==> src/rtl/bcd_display_ctrl_if.sv <==
// rtl/bcd_display_ctrl_if.sv - request handshake bundle for the BCD display front end
//
// Purpose: carries one binary conversion request from the producing datapath
//          to bcd_display_ctrl.
// Signals: bin_in    - binary value, sampled on acceptance
//          bin_valid - request is valid
//          bin_ready - converter is idle and will accept a request
//          blank_lz  - leading-zero blanking for this request, sampled on acceptance
// Modports: master drives the request, slave (the converter) drives bin_ready.
interface bcd_display_ctrl_if #(
    parameter int WIDTH = 14
);
    logic [WIDTH-1:0] bin_in;
    logic             bin_valid;
    logic             bin_ready;
    logic             blank_lz;

    modport master (
        output bin_in,
        output bin_valid,
        output blank_lz,
        input  bin_ready
    );

    modport slave (
        input  bin_in,
        input  bin_valid,
        input  blank_lz,
        output bin_ready
    );
endinterface

==> src/rtl/bcd_display_ctrl.sv <==
// rtl/bcd_display_ctrl.sv - sequential binary-to-BCD front end for a 4-digit 7-seg display
//
// Purpose: accepts a binary value, converts it with a shift-add-3 FSM (one bit
//          per cycle), holds the committed digits with optional leading-zero
//          blanking and generates the display scan tick.
// Ports:   clk       - system clock, rising edge
//          reset     - asynchronous active-high reset
//          bus       - request handshake (bin_in/bin_valid/bin_ready/blank_lz)
//          BCD0..3   - thousands..units digit, 4'hF means blank
//          ovf       - last committed value exceeded MAX_VAL
//          done      - one-cycle pulse when new digits are committed
//          scan_tick - one-cycle pulse every SCAN_DIV clocks
module bcd_display_ctrl #(
    parameter int          WIDTH    = 14,
    parameter int unsigned MAX_VAL  = 9999,
    parameter int          SCAN_DIV = 100000
) (
    input  logic                clk,
    input  logic                reset,
    bcd_display_ctrl_if.slave   bus,
    output logic [3:0]          BCD0,
    output logic [3:0]          BCD1,
    output logic [3:0]          BCD2,
    output logic [3:0]          BCD3,
    output logic                ovf,
    output logic                done,
    output logic                scan_tick
);

    localparam int             CNT_W    = (WIDTH > 1) ? $clog2(WIDTH) : 1;
    localparam logic [CNT_W-1:0] LAST_BIT = CNT_W'(WIDTH - 1);
    localparam int             PRE_W    = $clog2(SCAN_DIV);
    localparam logic [PRE_W-1:0] PRE_LAST = PRE_W'(SCAN_DIV - 1);

    typedef enum logic [1:0] {
        S_IDLE,
        S_SHIFT,
        S_COMMIT
    } state_t;

    state_t           state;
    logic [WIDTH-1:0] bin_sr;
    logic [15:0]      bcd_work;
    logic [CNT_W-1:0] bit_cnt;
    logic             blank_q;
    logic             ovf_pending;
    logic [PRE_W-1:0] pre_cnt;

    logic [15:0]      bcd_adj;
    logic [3:0]       dig_th, dig_hu, dig_te, dig_un;

    // Add-3 correction on every nibble that would reach 10 or more after the shift.
    always_comb begin
        bcd_adj = bcd_work;
        for (int i = 0; i < 4; i++) begin
            if (bcd_work[4*i +: 4] >= 4'd5) begin
                bcd_adj[4*i +: 4] = bcd_work[4*i +: 4] + 4'd3;
            end
        end
    end

    // Digits to commit: overflow forces all blank; blanking ripples from the
    // thousands digit down but never reaches the units digit.
    always_comb begin
        dig_th = bcd_work[15:12];
        dig_hu = bcd_work[11:8];
        dig_te = bcd_work[7:4];
        dig_un = bcd_work[3:0];
        if (ovf_pending) begin
            dig_th = 4'hF;
            dig_hu = 4'hF;
            dig_te = 4'hF;
            dig_un = 4'hF;
        end else if (blank_q && bcd_work[15:12] == 4'd0) begin
            dig_th = 4'hF;
            if (bcd_work[11:8] == 4'd0) begin
                dig_hu = 4'hF;
                if (bcd_work[7:4] == 4'd0) begin
                    dig_te = 4'hF;
                end
            end
        end
    end

    always_ff @(posedge clk or posedge reset) begin
        if (reset) begin
            state         <= S_IDLE;
            bus.bin_ready <= 1'b0;
            bin_sr        <= '0;
            bcd_work      <= '0;
            bit_cnt       <= '0;
            blank_q       <= 1'b0;
            ovf_pending   <= 1'b0;
            BCD0          <= 4'h0;
            BCD1          <= 4'h0;
            BCD2          <= 4'h0;
            BCD3          <= 4'h0;
            ovf           <= 1'b0;
            done          <= 1'b0;
        end else begin
            done <= 1'b0;
            case (state)
                S_IDLE: begin
                    bus.bin_ready <= 1'b1;
                    if (bus.bin_valid && bus.bin_ready) begin
                        bin_sr        <= bus.bin_in;
                        blank_q       <= bus.blank_lz;
                        ovf_pending   <= (32'(bus.bin_in) > MAX_VAL);
                        bcd_work      <= '0;
                        bit_cnt       <= '0;
                        bus.bin_ready <= 1'b0;
                        state         <= S_SHIFT;
                    end
                end
                S_SHIFT: begin
                    {bcd_work, bin_sr} <= {bcd_adj[14:0], bin_sr, 1'b0};
                    bit_cnt            <= bit_cnt + 1'b1;
                    if (bit_cnt == LAST_BIT) begin
                        state <= S_COMMIT;
                    end
                end
                S_COMMIT: begin
                    BCD0          <= dig_th;
                    BCD1          <= dig_hu;
                    BCD2          <= dig_te;
                    BCD3          <= dig_un;
                    ovf           <= ovf_pending;
                    done          <= 1'b1;
                    bus.bin_ready <= 1'b1;
                    state         <= S_IDLE;
                end
                default: begin
                    bus.bin_ready <= 1'b0;
                    state         <= S_IDLE;
                end
            endcase
        end
    end

    // Free-running scan prescaler, independent of the conversion FSM.
    always_ff @(posedge clk or posedge reset) begin
        if (reset) begin
            pre_cnt <= '0;
        end else if (pre_cnt == PRE_LAST) begin
            pre_cnt <= '0;
        end else begin
            pre_cnt <= pre_cnt + 1'b1;
        end
    end

    assign scan_tick = (pre_cnt == PRE_LAST);

endmodule

==> src/flat_wrapper.sv <==
// flat-port wrapper written by rule: the top's interface ports become plain ports
module bcd_display_ctrl_flat 
#(
    parameter int          WIDTH    = 14,
    parameter int unsigned MAX_VAL  = 9999,
    parameter int          SCAN_DIV = 100000
)
  (clk, reset, BCD0, BCD1, BCD2, BCD3, ovf, done, scan_tick, bus_bin_in, bus_bin_valid, bus_blank_lz, bus_bin_ready);
  bcd_display_ctrl_if #(.WIDTH(WIDTH)) bus_i ();
  input  logic clk;
  input  logic reset;
  output logic [3:0] BCD0;
  output logic [3:0] BCD1;
  output logic [3:0] BCD2;
  output logic [3:0] BCD3;
  output logic ovf;
  output logic done;
  output logic scan_tick;
  input wire logic [$bits(bus_i.bin_in)-1:0] bus_bin_in;
  input wire logic [$bits(bus_i.bin_valid)-1:0] bus_bin_valid;
  input wire logic [$bits(bus_i.blank_lz)-1:0] bus_blank_lz;
  output wire logic [$bits(bus_i.bin_ready)-1:0] bus_bin_ready;
  assign bus_i.bin_in = bus_bin_in;
  assign bus_i.bin_valid = bus_bin_valid;
  assign bus_i.blank_lz = bus_blank_lz;
  assign bus_bin_ready = bus_i.bin_ready;
  bcd_display_ctrl #(.WIDTH(WIDTH), .MAX_VAL(MAX_VAL), .SCAN_DIV(SCAN_DIV)) u_core (.clk(clk), .reset(reset), .bus(bus_i), .BCD0(BCD0), .BCD1(BCD1), .BCD2(BCD2), .BCD3(BCD3), .ovf(ovf), .done(done), .scan_tick(scan_tick));
endmodule
==> config.mk <==
export PLATFORM = sky130hd
export DESIGN_NAME = bcd_display_ctrl_flat
export DESIGN_NICKNAME = d
export VERILOG_FILES = /design/src/rtl/bcd_display_ctrl_if.sv /design/src/rtl/bcd_display_ctrl.sv /design/src/flat_wrapper.sv
export SDC_FILE = /design/constraint.sdc
export NUM_CORES = 1
export LEC_CHECK = 0
export ABC_AREA = 1
export BUFFER_PORTS_ARGS = -buffer_cell sky130_fd_sc_hd__buf_4
export CAP_MARGIN = 20
export CORE_ASPECT_RATIO = 1.75
export CORE_MARGIN = 2
export CORE_UTILIZATION = 25
export CTS_CLUSTER_DIAMETER = 80
export CTS_CLUSTER_SIZE = 20
export DETAILED_ROUTE_END_ITERATION = 8
export GPL_ROUTABILITY_DRIVEN = 1
export PLACE_DENSITY = 0.39
export RECOVER_POWER = 100
export SLEW_MARGIN = 20
export SYNTH_ARGS = -nofsm -noshare
export SYNTH_HDL_FRONTEND = slang
export SYNTH_SLANG_ARGS = --single-unit
==> constraint.sdc <==
create_clock -name clk -period 2.5 [get_ports clk]
set_input_delay 0.25 -clock clk [delete_from_list [all_inputs] [get_ports clk]]
set_output_delay 0.25 -clock clk [all_outputs]
set_load 0.02 [all_outputs]
### After elaboration in Yosys (flattened, before gate mapping)

Index checks and enable logic that the tools add are counted.

| storage, ports and cells | value |
|---|---|
| bits in registers | 74 |
| bits in latches | 0 |
| bits in writable memories | 0 |
| bits in read-only memories | 0 |
| input bits | 18 |
| output and inout port bits | 20 |
| word-level logic and storage cells | 68 |
| memories | 0 |

| operators by class | value |
|---|---|
| add/sub/neg operators | 6 |
| multiply operators | 0 |
| div/mod/pow operators | 0 |
| order comparisons | 5 |
| equality and inequality tests | 6 |
| shifts and indexed selects | 0 |
| multiplexer cells | 27 |
| bitwise operators | 0 |
| reductions and logical operators | 10 |

Operators by type and width:

| operator | number |
|---|---|
| 4-bit 2-to-1 mux | 14 |
| 16-bit one-hot mux with 2 select lines | 1 |
| 14-bit one-hot mux with 2 select lines | 1 |
| 17-bit by 1-bit adder with 17-bit output (second input constant) | 1 |
| 17-bit equality test (second input constant) | 1 |
| 17-bit 2-to-1 mux | 1 |
| 4-bit by 3-bit >= comparator with 1-bit output (second input constant) | 4 |
| 16-bit 2-to-1 mux | 1 |
| 14-bit greater-than comparator (second input constant) | 1 |
| 14-bit 2-to-1 mux | 1 |
| 4-bit by 2-bit adder with 4-bit output (second input constant) | 3 |
| 4-bit zero test | 3 |
| 4-bit one-hot mux with 2 select lines | 1 |
| 2-bit AND reduction | 3 |
| 4-bit by 1-bit adder with 4-bit output (second input constant) | 1 |
| 4-bit equality test (second input constant) | 1 |
| 2-bit 2-to-1 mux | 2 |
| 2-bit by 1-bit != test with 1-bit output (second input constant) | 2 |
| 2-bit one-hot mux with 2 select lines | 1 |
| 3-bit by 2-bit adder with 3-bit output (second input constant) | 1 |
| 3-bit 2-to-1 mux | 1 |
| 1-bit one-hot mux with 3 select lines | 1 |
| 2-bit by 1-bit equality test with 1-bit output (second input constant) | 1 |
| 2-bit equality test (second input constant) | 1 |
| other kinds (4) | 6 |

### Logic depth before layout (Yosys ltp)

Gate-level depths: netlist of run 1.

| depth | value |
|---|---|
| word-level depth | 5 |
| gate-level depth with buffers | 9 |
| gate-level depth less buffers | 9 |

### Worst setup path before layout of run 1

No wires, ideal clock.

| path | value |
|---|---|
| path type | flip-flop to output port |
| start point | register u_core.pre_cnt[0] |
| end point | output scan_tick |
| arrival time | 1,478 ps |
| required time | 2,250 ps |
| path slack | 772 ps |
| cell stages (with the launch flop) | 6 |
| path buffers | 0 |
| cells stage by stage | dfrtp_1 ha_1 nand2_1 nor2_2 inv_1 nor4_1 |

| on the way | value |
|---|---|
| longest elaborated chain between the ends | 1 |

Ends and longest elaborated chain:

| what | RTL line | RTL |
|---|---|---|
| start, declared | bcd_display_ctrl.sv:47 | `logic [PRE_W-1:0] pre_cnt;` |
| start signal, assigned | bcd_display_ctrl.sv:147 | `pre_cnt <= pre_cnt + 1'b1;` |
| 17-bit equality test | bcd_display_ctrl.sv:151 | `assign scan_tick = (pre_cnt == PRE_LAST);` |
| end, declared | flat_wrapper.sv:18 | `output logic scan_tick;` |

No other way between the ends.

### Final worst setup path of run 1

Same ends and word-level chain as after synthesis.

==> flow_summary.yaml, run 1 <==
global_route:
  grt_pass1_wl_um: 15300
  grt.overflow.total: 0
  routing_usage_on_met1: 0.130
  pin_count_of_the_biggest_net_entering_global_routing: 75
  grt_antenna_before_repair: 0
  grt_use_met2: 0.236
  groute.usage.overall: 0.127
  grt_most_used_layer: "met2"
  grt_pass1_vias: 3184
  gr-usage-met3: 0.0245
clock_tree:
  tritoncts: "done"
  tritoncts.num_buffers: 9
  clk_pin_slew_ns: 0.06
  htree_num_levels: 3
  cts.hold.buffers_added: 0
  ctsRootBufferMaster: "sky130_fd_sc_hd__clkbuf_16"
  cts.path.max_buffers: 2
  clock_sinks: 74
  worstSkewPairLatency_ns: 0.33
  post_cts.resized_instances: 0
  cts_setup_buffers: 0
outcome:
  status: "complete, but fails checks"
  violations: "max-capacitance violations, max-slew violations"
final_layout:
  drive_gt1_frac: 0.0672
  fillers: 1642
  num-nets-final: 531
  most-common-layout-cells: "114 x sky130_fd_sc_hd__nand2_1, 82 x sky130_fd_sc_hd__nor2_1, 74 x sky130_fd_sc_hd__dfrtp_1, 58 x sky130_fd_sc_hd__inv_1, 32 x sky130_fd_sc_hd__nand3_1"
  most_common_cell_after_layout_fill_and_taps_aside: "sky130_fd_sc_hd__nand2_1"
  layout.core_utilization: 0.293
  insertedDiodeCount: 0
  area_delta_synth_final_pct: 15.8
timing:
  fin_setup_tns_ns: 0
  max_slew.worst_pin.slew_ns: 1.92
  worst_hold_slack_ns: 0.118
  report.final.hold_viol_count: 0
  fin_worst_skew_ns: 0.00680
  rsz_0062_raised_after_global_routing: "no"
  post-route-worst-setup-slack_ns: 0.478
  fin_crit_sh: 0.809
  timing.max_slew.rel_slack: -0.277
  achievable-frequency_mhz: 495
  slew_viol_final: 75
  layout_min_cycle_time_ns: 2.02
  setup_viol_count_final: 0
pwr:
  power.ir.vdd_worst_mv: 0.343
  power.static_leakage_nw: 2.02
  powerDensity_mw_per_mm2: 1140
floorplan:
  fp-row-count: 59
  num_io_pins: 38
  die_area_mm2: 0.0159
  fp.dieW_um: 96.2
  floorplan.die.height_um: 165
  initial_utilization: 0.253
  core_region_area_mm2: 0.0147
yosys:
  top_cells_by_area_synth: "sky130_fd_sc_hd__dfrtp_1 50%, sky130_fd_sc_hd__nand2_1 11%, sky130_fd_sc_hd__nor2_1 8.1%, sky130_fd_sc_hd__inv_1 5.5%, sky130_fd_sc_hd__nand3_1 4.3%"
  synth.yosys.seq_area_share: 0.498
  yosysTopAreaCellShare: 0.498
  synth-edff-count: 0
  synth.lib_cells_used.distinct: 28
  netlist_area_before_placement_mm2: 0.00372
  yosysWarningCount: 0
  synth_top_flop_cell: "sky130_fd_sc_hd__dfrtp_1"
  ys_ff_latch: 74
  post_syn_instances: 460
  postSynth.asyncResetShare: 1.00
  synthDominantAreaCellType: "sky130_fd_sc_hd__dfrtp_1"
  nets_in_the_synthesized_netlist: 490
  synth.avg_cell_area_um2: 8.08
worst_setup_path:
  cp_max_fo: 5
  cp-end-kind: "primary output"
  worstRegToRegCells: 5
  arrival_worst_endpoint_ns: 1.77
  worst-endpoint-required_ns: 2.25
  crit_path_start_kind: "flop"
  timing_worst_setup_path_type: "flop to primary output"
route:
  avgViaCountPerCell: 4.43
  detailroute.via_count: 3055
  routed_wirelength_um: 9150
  drcViolationCount: 0
  pre_repair_dr_iteration_count: 4
  drt_first_iter_violations: 79
  routed_wire_length_per_instance_um: 13.3
  antenna_left: 0
place:
  place_worst_setup_slack_ns: 0.743
  finalWeightedCongestion: 0.761
  final_hpwl_dp_um: 6620
  io_buffer_count: 37
worst_hold_path:
  worstHoldPathCells: 3
  min-delay-path-class: "input pin to flop"
job:
  cap_viol_max_count: 1
## per-layer routing
| metal | wire length (µm) | up-vias |
|---|---|---|
| li1 | - | 1547 |
| met1 | 3620 | 1453 |
| met2 | 5020 | 42 |
| met3 | 278 | 13 |
| met4 | 229 | 0 |
| met5 | 0 | - |
## cells by family after synthesis
kind of cell             share of synthesized area
AND/OR/NAND/NOR                              0.266
adder cells (fa/ha/maj)                     0.0404
buffers and inverters                       0.0784
XOR/XNOR                                    0.0141
flip-flops                                   0.498
AO/OA/AOI/OAI                                0.103
## synth_stat cells, types with 2 or more instances
cell type                 count
sky130_fd_sc_hd__nor2_1      80
sky130_fd_sc_hd__inv_1       54
sky130_fd_sc_hd__nand4_1      4
sky130_fd_sc_hd__o22ai_2      3
sky130_fd_sc_hd__inv_2        4
sky130_fd_sc_hd__nand2_1    113
sky130_fd_sc_hd__nand2_4      2
sky130_fd_sc_hd__ha_1        12
sky130_fd_sc_hd__buf_2        2
sky130_fd_sc_hd__xor2_1       6
sky130_fd_sc_hd__nor2_2       2
sky130_fd_sc_hd__a31oi_1      7
sky130_fd_sc_hd__o22ai_1      3
sky130_fd_sc_hd__a21oi_1     19
sky130_fd_sc_hd__nand3_1     32
sky130_fd_sc_hd__o21ai_2      3
sky130_fd_sc_hd__o21ai_0     26
sky130_fd_sc_hd__buf_4        5
sky130_fd_sc_hd__dfrtp_1     74
## final timing paths
check | startpoint | slack (ns) | endpoint
worst max-delay path | u_core.pre_cnt[0]$_DFF_PP0_ | 0.48 | scan_tick
worst min register to register | u_core.bin_sr[9]$_DFFE_PP0P_ | 0.48 | u_core.bin_sr[9]$_DFFE_PP0P_
worst min-delay path | bus_bin_in[0] | 0.12 | u_core.bin_sr[0]$_DFFE_PP0P_
max in group asynchronous | reset | 0.75 | u_core.BCD0[2]$_DFFE_PP0P_
worst max register to register | u_core.state[1]$_DFFE_PP0P_ | 0.48 | u_core.bcd_work[7]$_DFFE_PP0P_
min in group asynchronous | reset | 0.59 | u_core.pre_cnt[7]$_DFF_PP0_
## power by group
group          total [mW]  leakage, nW  internal, mW  switching, mW
Combinational        1.78         1.00         0.583           1.20
Sequential           1.89        0.881          1.62          0.275
Clock                1.25        0.138         0.771          0.484
Total                4.93         2.02          2.97           1.95
## state kept, by name, indices dropped and copies added (netlist names)
| register | count |
|---|---|
| u_core.bcd_work | 16 |
| u_core.bit_cnt | 4 |
| u_core.ovf | 1 |
| u_core.BCD3 | 4 |
| u_core.bin_sr | 14 |
| u_core.ovf_pending | 1 |
| u_core.BCD2 | 4 |
| u_core.bus.bin_ready | 1 |
| u_core.blank_q | 1 |
| u_core.BCD0 | 4 |
| u_core.BCD1 | 4 |
| u_core.pre_cnt | 17 |
| u_core.done | 1 |
| u_core.state | 2 |
## layout make-up
class | count | area, µm² | share of cell area
clock buffer | 13 | 240 | 0.0558
clock inverter | 3 | 40.0 | 0.00930
inverter | 58 | 218 | 0.0506
multi-input combinational | 319 | 1510 | 0.351
sequential | 74 | 1850 | 0.430
tap | 183 | 229 | 0.0532
timing repair buffer | 39 | 215 | 0.0500
## per-stage QoR
stage / instances / total power, mW / cell area [µm²]
3_5_place_dp: 673 / 3.96 / 4180
3_3_place_gp: 673 / 3.93 / 4180
2_1_floorplan: 460 / 3.40 / 3720
6_report: 689 / 4.93 / 4310
5_1_grt: 689 / 5.40 / 4310
4_1_cts: 689 / 5.23 / 4460
## critical path, cell delays in order (launching register included)
cell	delay, ns
sky130_fd_sc_hd__dfrtp_1	0.38
sky130_fd_sc_hd__ha_1	0.18
sky130_fd_sc_hd__nand2_1	0.07
sky130_fd_sc_hd__nor2_1	0.25
sky130_fd_sc_hd__inv_1	0.15
sky130_fd_sc_hd__nor4_1	0.21
sky130_fd_sc_hd__buf_4	0.19
Note: power is estimated with default switching activity, not from simulation.
==> run 2: changes to the inputs <==
Clock period 2.5 ns to 2.1 ns, I/O delays scaled along.
==> run 2 against run 1 <==
Against the previous run:
- the run now ends clean
- clock power increased by 22%
- die area unchanged
- worst hold slack got worse by 0.036 ns
- worst setup slack got worse by 0.30 ns
- register-to-register slack got worse by 0.24 ns
- non-clock buffer count increased by 5
- sequential power increased by 19%
- critical path type unchanged
==> flow_summary.yaml, run 2 (synthesis results as in run 1) <==
outcome:
  status: "complete, no violations"
worst_setup_path:
  cp-end-kind: "primary output"
  r2r_slack_ns: 0.24
  rr_startpoint: "u_core.state[1]$_DFFE_PP0P_"
  timing_worst_setup_path_type: "flop to primary output"
  cp_max_fo: 5
  worst-endpoint-required_ns: 1.89
  crit_path_start_kind: "flop"
  worstRegToRegCells: 6
  critical_path.reg2reg.endpoint: "u_core.bcd_work[14]$_DFFE_PP0P_"
  arrival_worst_endpoint_ns: 1.71
global_route:
  grt_antenna_before_repair: 0
  pin_count_of_the_biggest_net_entering_global_routing: 75
  grt.overflow.total: 0
  grt_pass1_wl_um: 15600
  grt_pass1_vias: 3252
  groute.usage.overall: 0.127
final_layout:
  area_delta_synth_final_pct: 17.7
  max_flop_register: "u_core.pre_cnt"
  insertedDiodeCount: 0
  reg_top3: "u_core.pre_cnt (17), u_core.bcd_work (16), u_core.bin_sr (14)"
  largest_register_ff_count: 17
  most_common_cell_after_layout_fill_and_taps_aside: "sky130_fd_sc_hd__nand2_1"
  most-common-layout-cells: "113 x sky130_fd_sc_hd__nand2_1, 81 x sky130_fd_sc_hd__nor2_1, 74 x sky130_fd_sc_hd__dfrtp_1, 58 x sky130_fd_sc_hd__inv_1, 32 x sky130_fd_sc_hd__nand3_1"
  drive_gt1_frac: 0.0863
  num-nets-final: 536
floorplan:
  num_io_pins: 38
  floorplan.die.height_um: 165
  initial_utilization: 0.253
  core_region_area_mm2: 0.0147
  fp.dieW_um: 96.2
  die_area_mm2: 0.0159
  fp-row-count: 59
clock_tree:
  tritoncts.num_buffers: 9
  clk_pin_slew_ns: 0.06
  worstSkewPairLatency_ns: 0.33
  cts.path.max_buffers: 2
  clock_sinks: 74
  htree_num_levels: 3
  post_cts.resized_instances: 0
  tritoncts: "done"
  ctsRootBufferMaster: "sky130_fd_sc_hd__clkbuf_16"
pwr:
  total_power_mw: 5.99
  powerDensity_mw_per_mm2: 1370
  power.static_leakage_nw: 2.06
  power.ir.vdd_worst_mv: 0.430
timing:
  report.final.hold_viol_count: 0
  achievable-frequency_mhz: 520
  fin_setup_tns_ns: 0
  timing.max_slew.rel_slack: 0.273
  fin_worst_skew_ns: 0.00514
  rsz_0062_raised_after_global_routing: "no"
  setup_viol_count_final: 0
  slew_viol_final: 0
  max_slew.worst_pin.slew_ns: 1.09
  fin_crit_sh: 0.915
  layout_min_cycle_time_ns: 1.92
route:
  antenna_left: 0
  pre_repair_dr_iteration_count: 4
  detailroute.via_count: 3099
  routed_wire_length_per_instance_um: 13.4
  drcViolationCount: 0
  avgViaCountPerCell: 4.47
  routed_wirelength_um: 9290
  drt_first_iter_violations: 112
worst_hold_path:
  min_to: "u_core.bin_sr[0]$_DFFE_PP0P_"
  min-delay-path-class: "input pin to flop"
  worstHoldPathCells: 3
  hold_path.startpoint: "bus_bin_in[0]"
job:
  cap_viol_max_count: 0
place:
  finalWeightedCongestion: 0.753
  io_buffer_count: 37
  final_hpwl_dp_um: 6710
-- run 2: changes by cell type in the layout (fill, tap and decap cells not counted), sizes merged --
cell / before / now
buf: 17 / 19
dlygate4sd3: 0 / 1
clkbuf: 35 / 36
-- run 2: final cells by class --
class,count,area (µm²)
fillers,1593,10300
flip-flops and latches,74,1850
multi-input cells,319,1540
repair buffers,44,253
clock buffers,12,246
well taps,183,229
inverters,58,218
clock inverters,3,40.0
-- run 2: stage by stage --
stage               cell area (µm²)   util  std cells  hold WS, ns  worst slack (ns)
global placement               4210  0.287        677        0.355             0.489
finish                         4380  0.298        693       0.0822             0.178
global route                   4380  0.298        693        0.104            0.0106
CTS                            4510  0.307        693       0.0704             0.153
floorplan                      3720      -        460        0.320           0.00838
detailed placement             4210  0.287        677        0.355             0.422
-- run 2: report_power, final --
| group | switching, mW | internal [mW] | leakage (nW) |
|---|---|---|---|
| Combinational | 1.48 | 0.740 | 1.03 |
| Clock | 0.580 | 0.943 | 0.142 |
| Sequential | 0.329 | 1.92 | 0.881 |
| Total | 2.39 | 3.61 | 2.06 |
-- run 2: how the worst max path moves through the flow --
stage | start | end | depth (start not counted)
after floorplan | reset | u_core.BCD0[0]$_DFFE_PP0P_ | 1
after global placement | u_core.bcd_work[13]$_DFFE_PP0P_ | u_core.BCD2[1]$_DFFE_PP0P_ | 8
after detailed placement | u_core.bcd_work[13]$_DFFE_PP0P_ | u_core.BCD2[0]$_DFFE_PP0P_ | 8
after CTS | u_core.pre_cnt[0]$_DFF_PP0_ | scan_tick | 6
after global routing | u_core.pre_cnt[0]$_DFF_PP0_ | scan_tick | 6
final | u_core.pre_cnt[0]$_DFF_PP0_ | scan_tick | 6
-- run 2: repair_timing --
item	in CTS	in global routing
endpoints found under the hold margin	11	0
hold buffers	1	0
buffers inserted	0	0
-- run 2: routing by layer --
layer,share of wire,wire (µm),global-route usage,up-vias
li1,-,-,-,1548
met1,0.41,3850,0.132,1503
met2,0.54,5050,0.246,39
met3,0.024,227,0.0231,9
met4,0.017,155,0.0468,0
met5,0,0,0,-
-- run 2: worst max-delay path, stage by stage, from the launching register on --
cell                      delay (ns)
sky130_fd_sc_hd__dfrtp_1        0.38
sky130_fd_sc_hd__ha_1           0.18
sky130_fd_sc_hd__nand2_1        0.08
sky130_fd_sc_hd__nor2_2         0.18
sky130_fd_sc_hd__inv_1          0.13
sky130_fd_sc_hd__nor4_1         0.22
sky130_fd_sc_hd__buf_4          0.20
